--- src/rtl/cmos_stream_delay_if.sv ---
// Stream-side signal bundle for cmos_stream_delay: sample enable, delay request,
// sideband/payload in, and the delayed sideband/payload with status out.
interface cmos_stream_delay_if #(
    parameter int unsigned DATA_WIDTH = 8,
    parameter int unsigned CTRL_WIDTH = 2,
    parameter int unsigned MAX_DELAY  = 16
);
    localparam int unsigned SEL_W = $clog2(MAX_DELAY + 1);

    logic                  ce;
    logic [SEL_W-1:0]      delay_sel;
    logic [CTRL_WIDTH-1:0] ctrl_in;
    logic [DATA_WIDTH-1:0] data_in;
    logic [CTRL_WIDTH-1:0] ctrl_out;
    logic [DATA_WIDTH-1:0] data_out;
    logic                  delay_valid;
    logic [SEL_W-1:0]      active_delay;

    modport master (
        output ce, delay_sel, ctrl_in, data_in,
        input  ctrl_out, data_out, delay_valid, active_delay
    );

    modport slave (
        input  ce, delay_sel, ctrl_in, data_in,
        output ctrl_out, data_out, delay_valid, active_delay
    );
endinterface

--- src/rtl/cmos_stream_delay.sv ---
// Runtime-adjustable delay line keeping sideband and payload aligned; the delay
// only changes on a vsync rising edge so lines are never torn.
module cmos_stream_delay #(
    parameter int unsigned DATA_WIDTH    = 8,
    parameter int unsigned CTRL_WIDTH    = 2,
    parameter int unsigned VSYNC_BIT     = 1,
    parameter int unsigned MAX_DELAY     = 16,
    parameter int unsigned DEFAULT_DELAY = 3,
    localparam int unsigned SEL_W        = $clog2(MAX_DELAY + 1)
) (
    input  logic                 sck,
    input  logic                 rst,
    cmos_stream_delay_if.slave   bus
);
    localparam int unsigned STAGE_W = CTRL_WIDTH + DATA_WIDTH;
    localparam logic [SEL_W-1:0] ONE_SEL = SEL_W'(1);
    localparam logic [SEL_W-1:0] MAX_SEL = SEL_W'(MAX_DELAY);
    localparam logic [SEL_W-1:0] DEF_SEL = SEL_W'(DEFAULT_DELAY);

    typedef logic [STAGE_W-1:0] stage_t;

    stage_t           stage_q [MAX_DELAY];
    stage_t           stage_d [MAX_DELAY];
    logic             vsync_prev_q, vsync_prev_d;
    logic [SEL_W-1:0] fill_cnt_q, fill_cnt_d;
    logic [SEL_W-1:0] active_delay_q, active_delay_d;
    logic [SEL_W-1:0] sel_clamped;
    logic             boundary;
    logic             delay_valid;
    stage_t           tap;

    // NOTE: every always_comb output gets a default first so no path can infer a latch.
    always_comb begin
        sel_clamped = bus.delay_sel;
        if (bus.delay_sel == '0) begin
            sel_clamped = ONE_SEL;
        end else if (bus.delay_sel > MAX_SEL) begin
            sel_clamped = MAX_SEL;
        end
    end

    assign boundary = bus.ce & bus.ctrl_in[VSYNC_BIT] & ~vsync_prev_q;

    always_comb begin
        stage_d        = stage_q;
        vsync_prev_d   = vsync_prev_q;
        fill_cnt_d     = fill_cnt_q;
        active_delay_d = active_delay_q;
        if (bus.ce) begin
            stage_d[0] = {bus.ctrl_in, bus.data_in};
            for (int k = 1; k < MAX_DELAY; k++) begin
                stage_d[k] = stage_q[k-1];
            end
            vsync_prev_d = bus.ctrl_in[VSYNC_BIT];
            if (fill_cnt_q != MAX_SEL) begin
                fill_cnt_d = fill_cnt_q + ONE_SEL;
            end
            if (boundary) begin
                active_delay_d = sel_clamped;
            end
        end
    end

    // NOTE: sequential state uses non-blocking assignments so all registers update together.
    always_ff @(posedge sck or posedge rst) begin
        if (rst) begin
            // NOTE: the stages are reset because stale payload must never reach the output tap.
            for (int k = 0; k < MAX_DELAY; k++) begin
                stage_q[k] <= '0;
            end
            vsync_prev_q   <= 1'b0;
            fill_cnt_q     <= '0;
            active_delay_q <= DEF_SEL;
        end else begin
            stage_q        <= stage_d;
            vsync_prev_q   <= vsync_prev_d;
            fill_cnt_q     <= fill_cnt_d;
            active_delay_q <= active_delay_d;
        end
    end

    // Output tap is a pure register mux, so no input reaches the outputs combinationally.
    always_comb begin
        tap = '0;
        for (int k = 0; k < MAX_DELAY; k++) begin
            if (active_delay_q == SEL_W'(k + 1)) begin
                tap = stage_q[k];
            end
        end
    end

    assign delay_valid      = (fill_cnt_q >= active_delay_q);
    assign bus.delay_valid  = delay_valid;
    assign bus.active_delay = active_delay_q;
    assign bus.ctrl_out     = delay_valid ? tap[STAGE_W-1:DATA_WIDTH] : '0;
    assign bus.data_out     = delay_valid ? tap[DATA_WIDTH-1:0]       : '0;

endmodule

--- src/flat_wrapper.sv ---
// flat-port wrapper written by rule: the top's interface ports become plain ports
module cmos_stream_delay_flat 
#(
    parameter int unsigned DATA_WIDTH    = 8,
    parameter int unsigned CTRL_WIDTH    = 2,
    parameter int unsigned VSYNC_BIT     = 1,
    parameter int unsigned MAX_DELAY     = 16,
    parameter int unsigned DEFAULT_DELAY = 3,
    localparam int unsigned SEL_W        = $clog2(MAX_DELAY + 1)
)
  (sck, rst, bus_ce, bus_delay_sel, bus_ctrl_in, bus_data_in, bus_ctrl_out, bus_data_out, bus_delay_valid, bus_active_delay);
  cmos_stream_delay_if #(.DATA_WIDTH(DATA_WIDTH), .CTRL_WIDTH(CTRL_WIDTH), .MAX_DELAY(MAX_DELAY)) bus_i ();
  input  logic sck;
  input  logic rst;
  input wire logic [$bits(bus_i.ce)-1:0] bus_ce;
  input wire logic [$bits(bus_i.delay_sel)-1:0] bus_delay_sel;
  input wire logic [$bits(bus_i.ctrl_in)-1:0] bus_ctrl_in;
  input wire logic [$bits(bus_i.data_in)-1:0] bus_data_in;
  output wire logic [$bits(bus_i.ctrl_out)-1:0] bus_ctrl_out;
  output wire logic [$bits(bus_i.data_out)-1:0] bus_data_out;
  output wire logic [$bits(bus_i.delay_valid)-1:0] bus_delay_valid;
  output wire logic [$bits(bus_i.active_delay)-1:0] bus_active_delay;
  assign bus_i.ce = bus_ce;
  assign bus_i.delay_sel = bus_delay_sel;
  assign bus_i.ctrl_in = bus_ctrl_in;
  assign bus_i.data_in = bus_data_in;
  assign bus_ctrl_out = bus_i.ctrl_out;
  assign bus_data_out = bus_i.data_out;
  assign bus_delay_valid = bus_i.delay_valid;
  assign bus_active_delay = bus_i.active_delay;
  cmos_stream_delay #(.DATA_WIDTH(DATA_WIDTH), .CTRL_WIDTH(CTRL_WIDTH), .VSYNC_BIT(VSYNC_BIT), .MAX_DELAY(MAX_DELAY), .DEFAULT_DELAY(DEFAULT_DELAY)) u_core (.sck(sck), .rst(rst), .bus(bus_i));
endmodule
--- config.mk ---
export PLATFORM = sky130hd
export DESIGN_NAME = cmos_stream_delay_flat
export DESIGN_NICKNAME = d
export VERILOG_FILES = /design/src/rtl/cmos_stream_delay_if.sv /design/src/rtl/cmos_stream_delay.sv /design/src/flat_wrapper.sv
export SDC_FILE = /design/constraint.sdc
export NUM_CORES = 1
export LEC_CHECK = 0
export CAP_MARGIN = 20
export CORE_ASPECT_RATIO = 2
export CORE_MARGIN = 5
export CORE_UTILIZATION = 60
export CTS_BUF_LIST = sky130_fd_sc_hd__clkbuf_2
export CTS_CLUSTER_DIAMETER = 60
export CTS_CLUSTER_SIZE = 8
export DETAILED_ROUTE_END_ITERATION = 10
export PLACE_DENSITY = 0.79
export SKIP_CTS_REPAIR_TIMING = 1
export SKIP_LAST_GASP = 1
export SLEW_MARGIN = 20
export SYNTH_ARGS = -nofsm -noshare
export SYNTH_HDL_FRONTEND = slang
export SYNTH_SLANG_ARGS = --single-unit
--- constraint.sdc ---
create_clock -name sck -period 10.76 [get_ports sck]
set_input_delay 1.076 -clock sck [delete_from_list [all_inputs] [get_ports sck]]
set_output_delay 1.076 -clock sck [all_outputs]
set_load 0.02 [all_outputs]
Yosys cells after proc, flatten, opt, wreduce, memory -nomap -nowiden:

Cells that the tools add are included.

* register bits after elaboration: 171
* output and inout bits: 16
* logic and storage cells: 65

* add/subtract/negate cells: 1
* order comparisons: 2
* eq/ne operators: 17
* mux-type cells: 20
* bitwise logic cells: 3
* reduce and logical (&&, ||, !) cells: 3

Operators by type and width (number)
* $mux W10: 16
* $eq A5 B4 Y1 const B: 8
* $eq A5 B3 Y1 const B: 4
* $eq A5 B2 Y1 const B: 2
* $mux W5: 2
* $mux W8: 1
* $add A5 B1 Y5 const B: 1
* $eq A5 B1 Y1 const B: 1
* $eq A5 B5 Y1 const B: 1
* $ge A5 B5 Y1: 1
* $gt A5 B5 Y1 const B: 1
* $logic_not A5 Y1: 1
* $ne A5 B5 Y1 const B: 1
* $reduce_and A2 Y1: 2
* $and A1 B1 Y1: 2
* $mux W2: 1
* $not A1 Y1: 1

Depth between registers and ports, before layout:

* word-level depth: 18
* mapped depth: 10
* gate-level depth less buffers: 8

Worst setup path before layout:

OpenSTA, ideal clock, no wires.

* path type: register to output
* from: register u_core.active_delay_q[1] (netlist: u_core.bus.active_delay[1])
* to: output bus_data_out[5]
* data arrival time: 2.322 ns
* path slack: 7.362 ns
* cell stages (with the launch flop): 11
* path through: dfstp_2 > buf_6 > buf_6 > inv_1 > ha_1 > a21o_1 > a21oi_1 > o21a_1 > clkbuf_1 > a311o_1 > a31oi_1

* cells in the longest elaborated chain, start to end: 18

Ends and longest elaborated chain
* from (decl): line cmos_stream_delay.sv:26 `logic [SEL_W-1:0] active_delay_q, active_delay_d;`
* from (signal assigned): line cmos_stream_delay.sv:78 `active_delay_q <= active_delay_d;`
* $eq A5 B1 Y1: line cmos_stream_delay.sv:86 `if (active_delay_q == SEL_W'(k + 1)) begin`
* $mux W10 (16 in series): line cmos_stream_delay.sv:86
* $mux W8 (*): line cmos_stream_delay.sv:96 `assign bus.data_out = delay_valid ? tap[DATA_WIDTH-1:0] : '0;`
* to (decl): line flat_wrapper.sv:20 `output wire logic [$bits(bus_i.data_out)-1:0] bus_data_out;`

Mark *: on every way between the ends. The rest lies on a longest branch, timed or not.

Worst setup path in the final report:

Same ends and word-level chain as after synthesis.

==> impl_metrics.py <==
metrics = {
    "detailed_routing": {
        "drtIter0Drc": 412,
        "ant_nets": 0,
        "dr.pass1.iters": 5,
        "highest_layer": "met4",
        "drc": 0,
        "wl_met1_um": 7173,
        "viasPerCell": 6.439,
        "met3_wirelength_um": 732,
        "met2_length_um": 8964,
        "wire_per_inst_um": 20.44,
        "vias": 5454,
        "drt-total-wl_um": 17320,
    },
    "global_routing": {
        "grt_first_pass_wirelength_um": 28900,
        "grt_start_max_net_pins": 97,
        "grt_pass1_vias": 5579,
        "antenna_found_initial": 1,
        "gr-total-overflow": 0,
        "grt_use_total": 0.2229,
    },
    "sta": {
        "hold_viol_final": 0,
        "period_needed_ns": 5.415,
        "finalWorstSetupSlack_ns": 5.345,
        "final.setup.tns_ns": 0,
        "max_freq_mhz": 184.7,
        "rsz0062_at_grt": "false",
        "finalSetupViolCount": 0,
        "fin_skew_ns": 0.03122,
        "tightest_slew_ns": 1.121,
        "slew_violations": 0,
        "fin_crit_sh": 0.5033,
        "slew-limit-headroom": 0.2526,
    },
    "run": {
        "cap_violations": 0,
    },
    "clock_tree": {
        "path_clk_slew_ns": 0.26,
        "cts_tree": "done",
        "cts_root_buffer": "clkbuf_2",
        "htree_levels": 4,
        "clock-sinks": 170,
        "clock_path_buffers": 2,
        "cts-buffers-inserted": 17,
        "clock_latency_ns": 0.75,
    },
    "cells_and_area": {
        "layout_common_cells": "mux2_2, dfrtp_1, nand2_1",
        "area_growth_pct": 6.771,
        "nets": 703,
        "final_util": 0.6512,
        "layout-drive-gt1-share": 0.3140,
        "nFillCells": 1050,
    },
    "yosys": {
        "syn-num-nets": 691,
        "ys_seq_area_frac": 0.5165,
        "yosys_warnings": 0,
        "synthFlopType": "dfrtp_1",
        "synthArstFlopShare": 1.000,
        "synth_area_per_cell_um2": 12.37,
        "synth_cells": 666,
        "ys_ff_latch": 170,
        "synth_cell_types": 55,
        "synthesis.area_mm2": 0.008242,
        "synth_edf_count": 0,
    },
    "placed_design": {
        "dp_hpwl_um": 11630,
        "place.gp.congestion": 0.9115,
        "portBuffers": 33,
        "dp_slack_ns": 6.130,
    },
    "worst_setup_path": {
        "crit_arrival_ns": 4.34,
        "end_kind": "output pin",
        "slowest_delay_ns": 0.71,
        "path_max_fanout": 62,
        "cp_slowest_cell": "dfstp_2",
        "required_ns": 9.68,
        "start_kind": "flop",
        "crit_chain": "buf_4 -> inv_1 -> ha_1 -> a21o_1 -> a21oi_1 -> o21a_1 -> a311o_1 -> a31oi_1 -> clkdlybuf4s50_1",
        "crit_type": "flop to output pin",
    },
    "die": {
        "die_x_um": 92.88,
        "die_h_um": 175.7,
        "initial_utilization": 0.6099,
        "ios": 34,
        "num_rows": 60,
        "die_area_mm2": 0.01632,
        "core_region_area_mm2": 0.01351,
    },
    "power": {
        "irDropWorstVdd_mv": 0.1033,
        "power_frac_clock": 0.163,
        "pwr-share-seq": 0.527,
        "power_switching_uw": 752.1,
        "power_uw": 2074,
        "p_int_uw": 1321,
        "combPwrFrac": 0.310,
        "pwr_density_cell_mw_per_mm2": 235.6,
        "swShare": 0.3627,
        "p_leak_uw": 0.003585,
    },
    "worst_hold_path": {
        "hold_class": "flop to flop",
    },
    "outcome": {
        "outcome": "finished clean",
    },
}
logic make-up (layout without fill, tap and decap cells):
group,Yosys count,after routing,share of synthesized area
compound gates,128,128,0.09974
buf+inv,55,80,0.03537
xor+xnor,4,4,0.004250
flops,170,170,0.5165
mux,196,196,0.2701
other cells,0,1,0
simple gates,106,106,0.06346
fa+ha+maj,7,7,0.01063
power groups by stage:
stage          Combinational, µW  Clock [µW]  Sequential, µW
2_1_floorplan                509           0            1020
3_5_place_dp                 644           0            1100
4_1_cts                      647         346            1090
3_3_place_gp                 618           0            1080
6_report                     642         338            1090
5_1_grt                      706         376            1120
final cells by class:
cell class | instances | area (µm²) | area share
antenna | 1 | 2.502 | 0.0002844
clock buffer | 17 | 85.08 | 0.009669
clock inverter | 15 | 156.4 | 0.01777
inverter | 10 | 42.54 | 0.004834
multi-input combinational | 441 | 3694 | 0.4197
sequential | 170 | 4257 | 0.4837
tap | 155 | 193.9 | 0.02204
timing repair buffer | 38 | 369.1 | 0.04195
through the flow:
step                area (µm²)  hold WS (ns)  std cells
CTS                       8797        0.5367        846
finish                    8800        0.5435        847
detailed placement        8556        0.4971        814
floorplan                 8242        0.4654        666
global placement          8556        0.4901        814
global route              8800        0.5516        847
cell usage after synthesis (11+ instances only):
cell type,instances,share of area
mux2i_1,24,0.029
buf_2,17,0.010
clkbuf_1,14,0.0064
nand2_1,35,0.016
mux2_2,168,0.23
a21oi_1,30,0.018
o21ai_0,31,0.019
a211oi_1,11,0.010
nor3_1,13,0.0079
dfrtp_1,168,0.51
o22ai_1,14,0.011
nor2_1,18,0.0082
critical path, delay by kind of cell, from the launching register on:
family / cells / cell delay, ns
AOI/OAI and AO/OA: 5 / 1.02
buffers and inverters: 3 / 1.52
DFF: 1 / 0.71
adders and majority gates: 1 / 0.34
final timing paths:
path / start / to / slack, ns / cells after the start
min in group asynchronous: rst / u_core.stage_q[100] / 0.82 / 2
hold reg to reg: u_core.stage_q[34] / u_core.stage_q[24] / 0.54 / 1
setup / recovery: u_core.bus.active_delay[1] / bus_data_out[5] / 5.34 / 9
hold / removal: u_core.stage_q[34] / u_core.stage_q[24] / 0.54 / 1
max in group asynchronous: rst / u_core.stage_q[78] / 8.44 / 3
setup reg to reg: u_core.fill_cnt_q[0] / u_core.fill_cnt_q[1] / 9.14 / 5
registers in the layout, summed over array words and instances (netlist names):
name and flops:
u_core.fill_cnt_q 5, u_core.stage_q 159, u_core.bus.active_delay 5, u_core.vsync_prev_q 1
per-layer routing:
| metal | GRT usage | vias up |
|---|---|---|
| li1 | - | 2478 |
| met1 | 0.2931 | 2784 |
| met2 | 0.3632 | 153 |
| met3 | 0.04629 | 39 |
| met4 | 0.08318 | 0 |
| met5 | 0 | - |
(Power assumes the default switching activity.)
